## config.mk

```make
export PLATFORM = sky130hd
export DESIGN_NAME = alu_arbiter
export DESIGN_NICKNAME = d
export VERILOG_FILES = /design/src/rtl/alu_arbiter.sv
export SDC_FILE = /design/constraint.sdc
export NUM_CORES = 1
export LEC_CHECK = 0
export BUFFER_PORTS_ARGS = -buffer_cell sky130_fd_sc_hd__buf_2
export CORE_MARGIN = 3
export CORE_UTILIZATION = 48
export DETAILED_ROUTE_END_ITERATION = 7
export PLACE_DENSITY_LB_ADDON = 0.2
export SLEW_MARGIN = 10
export SYNTH_ARGS = -nofsm -noshare
export SYNTH_HDL_FRONTEND = slang
export SYNTH_SLANG_ARGS = --single-unit
```

## constraint.sdc

```tcl
create_clock -name clk -period 2.5 [get_ports clk]
set_input_delay 0.25 -clock clk [delete_from_list [all_inputs] [get_ports clk]]
set_output_delay 0.25 -clock clk [all_outputs]
set_load 0.005 [all_outputs]
```

## src/rtl/alu_arbiter.sv

```systemverilog
// Shares one registered ALU between two requesters; ALU_ARB_FIXED_PRIO_EN selects fixed priority (req0 wins), default round-robin.
// Accept-to-rsp_valid latency ALU_LATENCY+2, one op in flight; rsp_ready low stalls the block and holds off new requests.
module alu_arbiter #(
    parameter int NUMBITS     = 8,
    parameter int ALU_LATENCY = 1
) (
    input  logic               clk,
    input  logic               reset,
    input  logic               req0_valid,
    output logic               req0_ready,
    input  logic [2:0]         req0_opcode,
    input  logic [NUMBITS-1:0] req0_A,
    input  logic [NUMBITS-1:0] req0_B,
    input  logic               req1_valid,
    output logic               req1_ready,
    input  logic [2:0]         req1_opcode,
    input  logic [NUMBITS-1:0] req1_A,
    input  logic [NUMBITS-1:0] req1_B,
    output logic [NUMBITS-1:0] alu_A,
    output logic [NUMBITS-1:0] alu_B,
    output logic [2:0]         alu_opcode,
    input  logic [NUMBITS-1:0] alu_result,
    input  logic               alu_carryout,
    input  logic               alu_overflow,
    input  logic               alu_zero,
    output logic               rsp_valid,
    input  logic               rsp_ready,
    output logic               rsp_id,
    output logic [NUMBITS-1:0] rsp_result,
    output logic               rsp_carryout,
    output logic               rsp_overflow,
    output logic               rsp_zero,
    output logic               busy
);
    localparam int CNT_W = $clog2(ALU_LATENCY + 2);

    typedef enum logic [1:0] {IDLE, EXEC, RESP} state_t;

    state_t           state;
    logic [CNT_W-1:0] cnt;
    logic             id_q;
    logic             any_valid;
    logic             grant_id;

`ifdef ALU_ARB_FIXED_PRIO_EN
    assign grant_id = ~req0_valid;
`else
    logic last_grant;
    // On a tie the requester that did not win last time goes first.
    assign grant_id = (req0_valid && req1_valid) ? ~last_grant : req1_valid;
`endif

    assign any_valid  = req0_valid | req1_valid;
    assign req0_ready = (state == IDLE) && req0_valid && !grant_id;
    assign req1_ready = (state == IDLE) && req1_valid && grant_id;

    // alu_A/B/opcode double as the operand hold registers.
    always_ff @(posedge clk) begin
        if (reset) begin
            state        <= IDLE;
            cnt          <= '0;
            id_q         <= 1'b0;
`ifndef ALU_ARB_FIXED_PRIO_EN
            last_grant   <= 1'b1;
`endif
            alu_A        <= '0;
            alu_B        <= '0;
            alu_opcode   <= '0;
            rsp_valid    <= 1'b0;
            rsp_id       <= 1'b0;
            rsp_result   <= '0;
            rsp_carryout <= 1'b0;
            rsp_overflow <= 1'b0;
            rsp_zero     <= 1'b0;
            busy         <= 1'b0;
        end else begin
            case (state)
                IDLE: begin
                    if (any_valid) begin
                        alu_A      <= grant_id ? req1_A : req0_A;
                        alu_B      <= grant_id ? req1_B : req0_B;
                        alu_opcode <= grant_id ? req1_opcode : req0_opcode;
                        id_q       <= grant_id;
`ifndef ALU_ARB_FIXED_PRIO_EN
                        last_grant <= grant_id;
`endif
                        cnt        <= '0;
                        busy       <= 1'b1;
                        state      <= EXEC;
                    end
                end
                EXEC: begin
                    cnt <= cnt + CNT_W'(1);
                    if (cnt == CNT_W'(ALU_LATENCY)) begin
                        rsp_result   <= alu_result;
                        rsp_carryout <= alu_carryout;
                        rsp_overflow <= alu_overflow;
                        rsp_zero     <= alu_zero;
                        rsp_id       <= id_q;
                        rsp_valid    <= 1'b1;
                        state        <= RESP;
                    end
                end
                RESP: begin
                    if (rsp_ready) begin
                        rsp_valid <= 1'b0;
                        busy      <= 1'b0;
                        state     <= IDLE;
                    end
                end
                default: state <= IDLE;
            endcase
        end
    end
endmodule

```

==> flow_metrics.env <==
export IMPL_status="complete, no violations"
export IMPL_overflow=0
export IMPL_p_leak_nw=1.02
export IMPL_wl_per_cell_um=12.8
export IMPL_synth_most_common_cell="nand2_1"
export IMPL_place_area_mm2=0.00215
export IMPL_worstPathRequired_ns=2.25
export IMPL_worstPathArrival_ns=1.65
export IMPL_wl_um=4280
export IMPL_skew_ns=0.00626
export IMPL_min_path_type="input pin to flop"
export IMPL_ff2ff_path_depth=4
export IMPL_antenna_found_initial=0
export IMPL_power_mw=1.37
export IMPL_ys_seq_area_frac=0.453
export IMPL_cp_start_kind="flop"
export IMPL_max_cap_violations=0
export IMPL_root_buffer="clkbuf_4"
export IMPL_syn_avg_cell_area_um2=8.41
export IMPL_htreeDepth=2
export IMPL_hold_ws_ns=0.138
export IMPL_grt_pass1_wl_um=7010
export IMPL_dp_cells=325
export IMPL_cts_buffers=5
export IMPL_instances_no_fill=333
export IMPL_peakVddDrop_mv=0.364
export IMPL_cts_sinks=39
export IMPL_cp_startpoint="state[0]"
export IMPL_worstSetupPathType="flop to primary output"
export IMPL_maxSlewHeadroom=0.474
export IMPL_antenna_left=0
export IMPL_setup_viol=0
export IMPL_start_util=0.509
export IMPL_vias=1694
export IMPL_drt_iter0_drc=117
export IMPL_cts_resized=0
export IMPL_grt_pass1_vias=1586
export IMPL_period_share=0.762
export IMPL_drive_gt1_frac=0.401
export IMPL_fillCellCount=314
export IMPL_row_count=21
export IMPL_synthTopCellsByArea="dfxtp_1 45%, nand2_1 15%, a21oi_1 11%"
export IMPL_post_cts_setup_buffers=0
export IMPL_worstMarginPinSlew_ns=0.789
export IMPL_ys_warn_count=0
export IMPL_hold_buffers=0
export IMPL_design_core_area_mm2=0.00339
export IMPL_synth_top_area_cell="dfxtp_1"
export IMPL_slew_violations=0
export IMPL_r2r_start="state[0]"
export IMPL_tns_ns=0
export IMPL_insertion_delay_ns=0.34
export IMPL_hold_violations=0
export IMPL_synth_top_cells_by_count="67 x nand2_1, 39 x dfxtp_1, 37 x a21oi_1, 10 x a311oi_2"
export IMPL_fmax_mhz=525
export IMPL_grt_max_degree=40
export IMPL_dieArea_mm2=0.00435
export IMPL_clockBufferDepth=2
export IMPL_tritoncts="done"
export IMPL_gp_congestion=0.743
export IMPL_grt_usage=0.206
export IMPL_r2r_end="alu_A[2]"
export IMPL_postSynthCellCount=205
export IMPL_nets=341
export IMPL_synth_edff_count=0
export IMPL_cp_end_kind="primary output"
export IMPL_syn_num_nets=260
export IMPL_synth_top_area_frac=0.453
export IMPL_clk_pin_slew_worst_paths_ns=0.11
export IMPL_crit_end="req0_ready"
export IMPL_syn_to_final_growth_pct=29.0
export IMPL_die_height_um=65.9
export IMPL_die_w_um=65.9
export IMPL_synth_flop_cell="dfxtp_1"
export IMPL_dr_pass1_iters=4
export IMPL_period_needed_ns=1.90
export IMPL_register_area_um2=781
export IMPL_power_density_mw_per_mm2=614
export IMPL_path_max_fanout=15
export IMPL_fin_area_mm2=0.00222
export IMPL_drc=0
export IMPL_rrSetupSlack_ns=0.87
export IMPL_viasPerCell=5.09
export IMPL_grt_setup_unrepaired="no"
export IMPL_syn_area_mm2=0.00172
export IMPL_pin_count=89
export IMPL_synth_seq_cells=39
export IMPL_io_buffers=88
export IMPL_post_dp_hpwl_um=3090
export IMPL_async_reset_ff_frac=0
export IMPL_synth_distinct_cells=27
export IMPL_diodes=0
export IMPL_multi_input_area_um2=853
-- through the flow --
step	worst slack (ns)	util
6_report	0.596	0.656
5_1_grt	0.435	0.656
4_1_cts	0.544	0.656
3_5_place_dp	0.828	0.636
3_3_place_gp	0.886	0.636
2_1_floorplan	1.24	-
-- cell type report --
type,instances,share of cell area
sequential,39,0.351
multi-input combinational,148,0.384
tap,46,0.0259
clock buffer,8,0.0310
inverter,2,0.00338
timing repair buffer,90,0.205
-- layout by cell type (no fill, tap or decap), drive strengths merged, types with 2 or more instances in the layout --
cell type and count:
nor2 5, nor2b 2, a311oi 19, clkbuf 8, inv 2, dfxtp 39
o211ai 2, a21oi 37, or2 4, o21ai 3, nand2 67, buf 90
-- power breakdown --
part           switching (mW)  total [mW]  internal, mW
Clock                   0.199       0.364         0.166
Sequential             0.0318       0.707         0.675
Combinational           0.158       0.295         0.137
-- layer usage --
layer | share of wire | GRT usage | vias up
met4 | 0.0089 | 0.0584 | 0
met2 | 0.52 | 0.343 | 43
met3 | 0.055 | 0.0714 | 4
met5 | 0 | 0 | -
met1 | 0.42 | 0.252 | 771
li1 | - | - | 876
-- cell families after synthesis --
| logic type | Yosys count | share of synthesized area |
|---|---|---|
| adder cells (fa/ha/maj) | 1 | 0.00726 |
| flip-flops | 39 | 0.453 |
| AND/OR/NAND/NOR | 82 | 0.209 |
| AO/OA/AOI/OAI | 65 | 0.279 |
| buffers and inverters | 18 | 0.0523 |
-- critical path, stage by stage, from the launching register on --
cell and delay (ns):
dfxtp_1 0.41, nor2_2 0.52, nand2_1 0.16, nor2_1 0.11, buf_2 0.12
-- worst min path at each step --
stage | from | endpoint | slack, ns | depth (start not counted)
6_report | alu_result[1] | rsp_result[1] | 0.14 | 3
5_1_grt | alu_zero | rsp_zero | 0.10 | 3
4_1_cts | alu_result[1] | rsp_result[1] | 0.13 | 3
3_5_place_dp | rsp_carryout | rsp_carryout | 0.44 | 2
3_3_place_gp | id_q | rsp_id | 0.44 | 2
2_1_floorplan | alu_carryout | rsp_carryout | 0.39 | 2
-- registers in the layout (all words and copies together), names as in the netlist --
signal	count
busy	1
alu_opcode	3
cnt	2
rsp_overflow	1
rsp_valid	1
alu_B	8
rsp_result	8
id_q	1
rsp_id	1
rsp_carryout	1
rsp_zero	1
alu_A	8
state	2
last_grant	1
Note: power is estimated with default switching activity, not from simulation.
